[src/rtl/wb_bridge_pkg.sv]
// Shared types and constants for the CPU-to-Wishbone master bridge.
// State encoding, read-fault pattern and timeout reload are derived from the bridge parameters.
package wb_bridge_pkg;

    typedef enum logic [1:0] {
        ST_IDLE = 2'd0,
        ST_WR   = 2'd1,
        ST_RD   = 2'd2
    } state_e;

    // Value returned to the CPU when a read ends in error or timeout.
    function automatic logic [63:0] read_fault(input int unsigned dw);
        return (dw >= 64) ? '1 : ((64'd1 << dw) - 64'd1);
    endfunction

    // Counter reload so that a strobe lasts at most 2^tow cycles.
    function automatic logic [31:0] timeout_reload(input int unsigned tow);
        return (tow >= 32) ? '1 : ((32'd1 << tow) - 32'd1);
    endfunction

endpackage

[src/rtl/wb_wr_fifo.sv]
// Posted-write FIFO: synchronous, first-word-fall-through head, extra pointer bit for full/empty.
module wb_wr_fifo #(
    parameter int W = 16,
    parameter int D = 4,
    localparam int PW = $clog2(D)
) (
    input  logic          clk,
    input  logic          rst,
    input  logic          push_i,
    input  logic [W-1:0]  din_i,
    input  logic          pop_i,
    output logic [W-1:0]  dout_o,
    output logic [PW:0]   count_o,
    output logic          full_o,
    output logic          empty_o
);

    logic [W-1:0] mem_q [D];
    logic [PW:0]  wr_ptr_q;
    logic [PW:0]  rd_ptr_q;

    assign count_o = wr_ptr_q - rd_ptr_q;
    assign full_o  = (count_o == (PW+1)'(D));
    assign empty_o = (wr_ptr_q == rd_ptr_q);
    assign dout_o  = mem_q[rd_ptr_q[PW-1:0]];

    // NOTE: sequential state uses non-blocking assignments so every register samples pre-edge values.
    always_ff @(posedge clk) begin
        if (rst) begin
            wr_ptr_q <= '0;
            rd_ptr_q <= '0;
        end else begin
            if (push_i && !full_o)
                wr_ptr_q <= wr_ptr_q + (PW+1)'(1);
            if (pop_i && !empty_o)
                rd_ptr_q <= rd_ptr_q + (PW+1)'(1);
        end
    end

    // NOTE: storage is not reset; the pointers alone define which entries are valid.
    always_ff @(posedge clk) begin
        if (push_i && !full_o)
            mem_q[wr_ptr_q[PW-1:0]] <= din_i;
    end

endmodule

[src/rtl/wb_master_bridge.sv]
// CPU-to-Wishbone master with posted writes, read stall, error/timeout termination and sticky status.
module wb_master_bridge
    import wb_bridge_pkg::*;
#(
    parameter int AW  = 8,
    parameter int DW  = 8,
    parameter int TOW = 4,
    parameter int PWD = 4
) (
    input  logic          clk,
    input  logic          rst,
    input  logic          cs,
    input  logic          we,
    input  logic [AW-1:0] addr,
    input  logic [DW-1:0] din,
    output logic [DW-1:0] dout,
    output logic          rdy,
    input  logic          stat_clr,
    output logic          to_flag,
    output logic          err_flag,
    output logic          wb_stbo,
    output logic          wb_weo,
    output logic [AW-1:0] wb_adro,
    output logic [DW-1:0] wb_dato,
    input  logic          wb_acki,
    input  logic          wb_erri,
    input  logic [DW-1:0] wb_dati
);

    localparam int            CW        = $clog2(PWD) + 1;
    localparam logic [DW-1:0] FAULT     = DW'(read_fault(DW));
    localparam logic [TOW-1:0] TO_RELOAD = TOW'(timeout_reload(TOW));

    state_e         state_q;
    logic [TOW-1:0] tcnt_q;
    logic           wb_stbo_q, wb_weo_q;
    logic [AW-1:0]  wb_adro_q, rd_addr_q;
    logic [DW-1:0]  wb_dato_q, dout_q;
    logic           rdy_q, rdy_d;
    logic           rd_pending_q, rd_pending_d;
    logic           to_flag_q, to_flag_d, err_flag_q, err_flag_d;

    logic              accept, rd_accept, fifo_push, fifo_pop;
    logic [AW+DW-1:0]  fifo_head;
    logic [CW-1:0]     fifo_count, fifo_count_d;
    logic              fifo_full, fifo_empty;
    logic              in_stb, term_ack, term_err, term_to, term;

    wb_wr_fifo #(.W(AW + DW), .D(PWD)) u_fifo (
        .clk     (clk),
        .rst     (rst),
        .push_i  (fifo_push),
        .din_i   ({addr, din}),
        .pop_i   (fifo_pop),
        .dout_o  (fifo_head),
        .count_o (fifo_count),
        .full_o  (fifo_full),
        .empty_o (fifo_empty)
    );

    // NOTE: every signal written here gets a default first, so no latch can be inferred.
    always_comb begin
        accept    = cs && rdy_q;
        fifo_push = accept && we && !fifo_full;
        rd_accept = accept && !we;
        fifo_pop  = (state_q == ST_IDLE) && !fifo_empty;

        // Termination priority: ack over err over timeout.
        in_stb   = (state_q != ST_IDLE);
        term_ack = in_stb && wb_acki;
        term_err = in_stb && !wb_acki && wb_erri;
        term_to  = in_stb && !wb_acki && !wb_erri && (tcnt_q == '0);
        term     = term_ack || term_err || term_to;

        rd_pending_d = rd_pending_q;
        if (rd_accept)
            rd_pending_d = 1'b1;
        else if ((state_q == ST_RD) && term)
            rd_pending_d = 1'b0;

        fifo_count_d = fifo_count + CW'(fifo_push) - CW'(fifo_pop);
        rdy_d        = (fifo_count_d != CW'(PWD)) && !rd_pending_d;

        // A set event in the same cycle as stat_clr wins.
        to_flag_d  = term_to  ? 1'b1 : (stat_clr ? 1'b0 : to_flag_q);
        err_flag_d = term_err ? 1'b1 : (stat_clr ? 1'b0 : err_flag_q);
    end

    always_ff @(posedge clk) begin
        if (rst) begin
            state_q      <= ST_IDLE;
            tcnt_q       <= '0;
            wb_stbo_q    <= 1'b0;
            wb_weo_q     <= 1'b0;
            wb_adro_q    <= '0;
            wb_dato_q    <= '0;
            rd_addr_q    <= '0;
            dout_q       <= '0;
            rdy_q        <= 1'b1;
            rd_pending_q <= 1'b0;
            to_flag_q    <= 1'b0;
            err_flag_q   <= 1'b0;
        end else begin
            rdy_q        <= rdy_d;
            rd_pending_q <= rd_pending_d;
            to_flag_q    <= to_flag_d;
            err_flag_q   <= err_flag_d;
            if (rd_accept)
                rd_addr_q <= addr;

            case (state_q)
                ST_IDLE: begin
                    // Queued writes go first so a read observes every earlier write.
                    if (!fifo_empty) begin
                        state_q                <= ST_WR;
                        wb_stbo_q              <= 1'b1;
                        wb_weo_q               <= 1'b1;
                        {wb_adro_q, wb_dato_q} <= fifo_head;
                        tcnt_q                 <= TO_RELOAD;
                    end else if (rd_pending_q) begin
                        state_q   <= ST_RD;
                        wb_stbo_q <= 1'b1;
                        wb_weo_q  <= 1'b0;
                        wb_adro_q <= rd_addr_q;
                        tcnt_q    <= TO_RELOAD;
                    end
                end
                ST_WR, ST_RD: begin
                    if (term) begin
                        state_q   <= ST_IDLE;
                        wb_stbo_q <= 1'b0;
                        if (state_q == ST_RD)
                            dout_q <= term_ack ? wb_dati : FAULT;
                    end else begin
                        tcnt_q <= tcnt_q - TOW'(1);
                    end
                end
                default: state_q <= ST_IDLE;
            endcase
        end
    end

    assign dout     = dout_q;
    assign rdy      = rdy_q;
    assign to_flag  = to_flag_q;
    assign err_flag = err_flag_q;
    assign wb_stbo  = wb_stbo_q;
    assign wb_weo   = wb_weo_q;
    assign wb_adro  = wb_adro_q;
    assign wb_dato  = wb_dato_q;

endmodule

[config.mk]
export PLATFORM = sky130hd
export DESIGN_NAME = wb_master_bridge
export DESIGN_NICKNAME = d
export VERILOG_FILES = /design/src/rtl/wb_bridge_pkg.sv /design/src/rtl/wb_wr_fifo.sv /design/src/rtl/wb_master_bridge.sv
export SDC_FILE = /design/constraint.sdc
export NUM_CORES = 1
export LEC_CHECK = 0
export CAP_MARGIN = 20
export CORE_MARGIN = 2
export CORE_UTILIZATION = 43
export CTS_BUF_LIST = sky130_fd_sc_hd__clkbuf_8
export DETAILED_ROUTE_END_ITERATION = 16
export PLACE_DENSITY = 0.61
export SLEW_MARGIN = 5
export SYNTH_ARGS = -nofsm -noshare
export SYNTH_HDL_FRONTEND = slang
export SYNTH_SLANG_ARGS = --single-unit
[constraint.sdc]
create_clock -name clk -period 4.2 [get_ports clk]
set_input_delay 0.42 -clock clk [delete_from_list [all_inputs] [get_ports clk]]
set_output_delay 0.42 -clock clk [all_outputs]
set_load 0.05 [all_outputs]
# ---- Word-level counts from Yosys, hierarchy flattened
# Memories as Yosys holds them, arrays and structs flattened. A register that Yosys moved wholly into a read port is not among the register bits.
# Index checks and enable logic that the tools add are counted.
dict set report word_totals {
  output_inout_bits 29
  elab_cells 92
  latch_bits 0
  mem_count 1
  register_bits 50
  ramBits 64
  mem_bits_ro 0
}
dict set report classes {
  n_mux 26
  eq_ne 9
  addsub 6
  reduce_logical 35
  n_mul 0
  n_shift 0
  div_mod_pow 0
  n_bitwise 1
  magnitude_cmp 0
}
# memory words word_bits read_ports rd_clocked_by_memory_dff wr line
set mem_list {}
lappend mem_list {u_fifo.mem_q 4 16 1 1 1 wb_wr_fifo.sv:18} ;# logic [W-1:0] mem_q [D];
# op count
set op_table {}
lappend op_table {{$mux W8} 3}
lappend op_table {{$logic_and A1 B1 Y1} 14}
lappend op_table {{$mux W1} 12}
lappend op_table {{$mux W4} 3}
lappend op_table {{$mux W2} 5}
lappend op_table {{$reduce_and A3 Y1} 3}
lappend op_table {{$pmux W4 S2} 1}
lappend op_table {{$reduce_bool A2 Y1} 4}
lappend op_table {{$add A3 B1 Y3 const B} 2}
lappend op_table {{$logic_not A1 Y1} 6}
lappend op_table {{$ne A2 B2 Y1 const B} 3}
lappend op_table {{$ne A3 B3 Y1 const B} 2}
lappend op_table {{$reduce_and A2 Y1} 3}
lappend op_table {{$logic_not A4 Y1} 1}
lappend op_table {{$pmux W2 S2} 1}
lappend op_table {{$sub A4 B1 Y4 const B} 1}
lappend op_table {{$add A3 B1 Y3} 1}
lappend op_table {{$eq A3 B3 Y1} 1}
lappend op_table {{$eq A3 B3 Y1 const B} 1}
lappend op_table {{$sub A3 B1 Y3} 1}
lappend op_table {{$sub A3 B3 Y3} 1}
lappend op_table {{$eq A2 B1 Y1 const B} 1}
lappend op_table {{$eq A2 B2 Y1 const B} 1}
lappend op_table {{$logic_not A2 Y1} 1}
lappend op_table {{other kinds (4)} 5}

# ---- Depth between registers and ports, before layout
dict set report logic_depth {
  ltp_word 10
  ltp_mapped 15
  ltp_nobuf 13
}

# ---- Cells and area by module
# From an unflattened synthesis, not the netlist that was laid out.
dict set report unflattened {
  cells_unflattened 364
  area_unflattened_um2 4797.1
}
# module area_each_um2 cells_each instances
set modules_own_cells {}
lappend modules_own_cells {wb_wr_fifo 2786.4 132 1}
lappend modules_own_cells {wb_master_bridge 2010.7 232 1}

# ---- Least setup slack after synthesis
# OpenSTA, ideal clock, no wires.
dict set report synth_path {
  kind {reg-to-reg}
  from {register u_fifo.wr_ptr_q[0]}
  to {register rdy_q, in the netlist rdy}
  arrival_time_ns 3.208
  required_ns 4.084
  setup_slack_ns 0.876
  synth_period_minus_slack_ns 3.324
  path_stages_with_launch 16
  cell_sequence {dfxtp_1 -> inv_1 -> ha_1 -> nand2_1 -> clkbuf_1 -> o21ai_1 -> buf_4 -> inv_1 -> ha_1 -> inv_1 -> ha_1 -> fa_1 -> xnor2_1 -> xnor2_1 -> or3_1 -> a31o_2}
}
dict set report synth_via {
  word_cells_on_any_way 11
  classes_between {add/sub: 3; eq/ne: 3; reduce/logical: 5}
}
# item line
set synth_rtl {}
lappend synth_rtl {{from (decl)} wb_wr_fifo.sv:19} ;# logic [PW:0] wr_ptr_q;
lappend synth_rtl {{from (signal assigned)} wb_wr_fifo.sv:34} ;# wr_ptr_q <= wr_ptr_q + (PW+1)'(1);
lappend synth_rtl {{$eq A3 B3 Y1} wb_wr_fifo.sv:24} ;# assign empty_o = (wr_ptr_q == rd_ptr_q);
lappend synth_rtl {{$logic_not A1 Y1} wb_master_bridge.sv:66} ;# fifo_pop = (state_q == ST_IDLE) && !fifo_empty;
lappend synth_rtl {{$logic_and A1 B1 Y1} wb_master_bridge.sv:66}
lappend synth_rtl {{net fifo_pop} wb_master_bridge.sv:43} ;# logic accept, rd_accept, fifo_push, fifo_pop;
lappend synth_rtl {{$sub A3 B1 Y3} wb_master_bridge.sv:81} ;# fifo_count_d = fifo_count + CW'(fifo_push) - CW'(fifo_pop);
lappend synth_rtl {{$ne A3 B3 Y1} wb_master_bridge.sv:82} ;# rdy_d = (fifo_count_d != CW'(PWD)) && !rd_pending_d;
lappend synth_rtl {{$logic_and A1 B1 Y1} wb_master_bridge.sv:82}
lappend synth_rtl {{to (signal assigned)} wb_master_bridge.sv:104} ;# rdy_q <= rdy_d;
lappend synth_rtl {{to (decl)} wb_master_bridge.sv:39} ;# logic rdy_q, rdy_d;
# The timed path passes the listed nets, and every way through them passes these cells.
# A chain may end at the register's enable or synchronous reset.

# ---- Final worst setup path
dict set report layout_path {
  from {register u_fifo.wr_ptr_q[0]}
  to {register rdy_q, in the netlist rdy}
}
dict set report layout_via {
  elab_chain_cells 8
  word_cells_on_any_way 11
  classes_between {add/sub: 3; eq/ne: 3; reduce/logical: 5}
}
# item line
set layout_lines {}
lappend layout_lines {{$sub A3 B3 Y3} wb_wr_fifo.sv:22} ;# assign count_o = wr_ptr_q - rd_ptr_q;
lappend layout_lines {{$eq A3 B3 Y1} wb_wr_fifo.sv:23} ;# assign full_o = (count_o == (PW+1)'(D));
lappend layout_lines {{$logic_not A1 Y1} wb_master_bridge.sv:64} ;# fifo_push = accept && we && !fifo_full;
lappend layout_lines {{$logic_and A1 B1 Y1} wb_master_bridge.sv:64}
lappend layout_lines {{$add A3 B1 Y3} wb_master_bridge.sv:81}
lappend layout_lines {{$sub A3 B1 Y3 (*)} wb_master_bridge.sv:81}
lappend layout_lines {{$ne A3 B3 Y1 (*)} wb_master_bridge.sv:82}
lappend layout_lines {{$logic_and A1 B1 Y1 (*)} wb_master_bridge.sv:82}
# Mark *: on every way between the ends. The rest lies on a longest branch, timed or not.

==> results.md <==
- Worst setup margin: 878 ps
- Num ports: 60
- Worst slew pin tran: 973 ps
- Cell with the most instances after synthesis: edfxtp_1
- Max cap viols: 0
- Die area: approximately 12000 um2
- GR Overflow Total: 0
- Hold Vio Cnt, Final: 0
- Final setup viols: 0
- Combinational cell fraction of total power: 37.3%
- Status: finished, final reports clean
- Drt pass-1 iters: 5
- Post-synthesis sequential area ratio: 62.5%
- DR vias: 2894
- Ys Warns: 0
- WS Path Type: reg2reg
- Inserted Clock Buffers: 17
- Mean Syn Cell Area: 13.3 um2
- Overall routed net length: 9200 um
- #FFs+latches synth: 116
- Nets: between 400 and 500
- Synth area leader: edfxtp_1
- Reg clk slew, reported paths: 70 ps
- Vias in the first global route: 2957
- Worst slack, placed: 867 ps
- Post-Syn Instances: 357
- Yosys top cell area share: 40.6%
- Post-synth EDFFs: 64
- Layout area overhead: 23.3%
- Share of flip-flops with an asynchronous set or reset: 0%
- Fin crit share: 79.1%
- Min-delay src: rd_addr_q[6]$_SDFFE_PP0P_
- Clk buf depth: 2
- Main synth FF type: edfxtp_1
- PD cells: 695 nW/um2
- Worst setup SP type: register
- Crit path DAT: 3640 ps
- CTS root buf: clkbuf_8
- Initial Util: 43.9%
- Clock power frac: a little over a quarter
- Cell Int Power: 2.57 mW
- HP Class: reg2reg
- Post-route setup TNS: 0 ps
- Tmin final: 3320 ps
- Post-CTS Resized: 0
- Psw: 1.49 mW
- Final Max Tran Viols: 0
- Global Route Usage Sum: around 17%
- CTS tree: built
- Gpl congestion: a little under 0.8
- Post-CTS Setup Inserts: 0
- Clk_lat worst skew: 420 ps
- CTS Hold Bufs: 0
- Share of layout cells above drive strength 1: 14.8%
- Mapped cell area: approximately 4700 um2
- ANT cells: 0
- Die width: 109 um
- Synth cell types: 45
- Multi-input logic area: 1620 um2
- Reg-to-reg startpoint: u_fifo.wr_ptr_q[0]$_SDFFE_PP0P_
- Reg2Reg Depth: 12
- Endpoint, Worst Hold: rd_addr_q[6]$_SDFFE_PP0P_
- Worst reg-to-reg setup slack: 880 ps
- Crit. Startpoint: u_fifo.wr_ptr_q[0]$_SDFFE_PP0P_
- H-tree depth: 4
- Largest net degree at the start of global routing: 52
- DRT iter0 DRCs: 129
- Vias/cell: 5.05
- Initial antenna violation count: 0
- Switching Share: ~37%
- Max_slew headroom: 35.1%
- Register share of total power: 36.6%
- RSZ-0062 raised after global routing: no
- Crit path required time: 4520 ps
- LEAKAGE: just over 2 nW
- F_max: 301 MHz
- Core Box Area: 10800 um2
- Row cnt: 38
- Synth top cells by count: edfxtp_1, dfxtp_1, nor2_1, nand2_1, a21oi_1
- Count of input and output buffers: 59
- Worst r2r dst: rdy$_SDFF_PP1_
- Clock Skews: around 11 ps
- Reg area: 2960 um2
- VDD IR-drop max: 0.310 mV
- Filler instances: between 900 and 1000
- Global-route wire length before repair: 14800 um
- Hpwl dp: 5900 um
- Mapped Nets: between 400 and 500
- Remaining antenna violation count after routing: 0
- DRC viols: 0
- Hold Path Cell Cnt: 2
- Die Ht: 109 um
- Crit path max fanout: 6
- Critical Path Sink Type: register
- WL/cell: 16.1 um
- Area contributors post-synth: edfxtp_1, dfxtp_1, mux4_2
- CTS sink count: 116
how the worst max path moves through the flow:
stage	endpoint	slack (ps)
after floorplan	rdy$_SDFF_PP1_	880
after global placement	rdy$_SDFF_PP1_	1000
after detailed placement	rdy$_SDFF_PP1_	870
after CTS	rdy$_SDFF_PP1_	870
after global routing	rdy$_SDFF_PP1_	660
final	rdy$_SDFF_PP1_	880
kinds of logic (layout without fill, tap and decap cells):
kind of cell / count (synthesis) / in the layout / share of synthesized area (%)
compound gates: 60 / 60 / 8.87
xor+xnor: 7 / 7 / 1.58
fa+ha+maj: 15 / 15 / 4.28
buf+inv: 33 / 109 / 3.22
flops: 116 / 116 / 62.5
mux: 27 / 27 / 9.93
simple gates: 99 / 99 / 9.56
cells in the final DEF (no fill, tap or decap), types with 2 or more instances in the layout:
cell type         n
a211oi_1          9
a211oi_2          2
a21oi_1          18
a311oi_1          6
a31oi_1           2
and2_1            3
buf_4             4
bufinv_16         3
clkbuf_8         17
clkdlybuf4s50_1  58
clkinv_2          2
clkinvlp_4        4
dfxtp_1          52
edfxtp_1         64
fa_1              2
ha_1             13
inv_1            15
inv_6             4
mux2i_1          11
mux4_2           16
nand2_1          31
nand2b_1          6
nor2_1           44
nor2_2            2
o211ai_1          2
o21ai_0          10
o31ai_1           2
or3_1             3
or4_1             4
xnor2_1           3
xor2_1            3
layout make-up:
class                      count  share of cell area [%]
timing repair buffer          63                    10.5
inverter                      14                   0.900
clock buffer                  17                    4.01
tap                          140                    3.00
sequential                   116                    50.7
clock inverter                15                    3.04
multi-input combinational    208                    27.8
power groups by stage:
stage / Clock (mW) / Combinational [mW] / Sequential (mW)
2_1_floorplan: 0 / 0.868 / 1.77
3_3_place_gp: 0 / 1.50 / 1.51
3_5_place_dp: 0 / 1.52 / 1.51
4_1_cts: 1.09 / 1.53 / 1.49
5_1_grt: 1.14 / 1.67 / 1.51
6_report: 1.06 / 1.51 / 1.49
per-stage QoR:
stage	cells	hold slack (ps)	cell area [um2]	utilization, %	power (mW)
finish	573	452	5840	54.1	4.06
global route	573	478	5840	54.1	4.31
CTS	573	455	5840	54.1	4.11
detailed placement	541	445	5430	50.3	3.04
global placement	541	440	5430	50.3	3.01
floorplan	357	431	4740	-	2.64
critical path, cell delays in order, from the launching register on:
cell and delay, ps:
dfxtp_1 400, inv_1 100, ha_1 200, fa_1 570
nand2_1 90, o2111ai_2 270, inv_1 170, ha_1 240
fa_1 380, xnor2_1 190, xnor2_1 70, or3_1 300
a31o_2 250
flip-flops by register name (all words and copies together), names as in the netlist, 2 cells and up, named ones only:
signal / cells
u_fifo.rd_ptr_q: 3
dout: 8
u_fifo.wr_ptr_q: 3
u_fifo.mem_q: 64
state_q: 2
wb_adro: 8
rd_addr_q: 8
tcnt_q: 4
wb_dato: 8
routing by layer:
layer | share of wire, % | global-route usage (%) | vias to the layer above
met5 | 0 | 0 | -
met1 | 45 | 20.8 | 1388
met3 | 4.5 | 5.38 | 9
li1 | - | - | 1427
met2 | 50 | 27.6 | 70
met4 | 1.1 | 6.87 | 0
No activity file was read; power rests on OpenSTA's default activity.
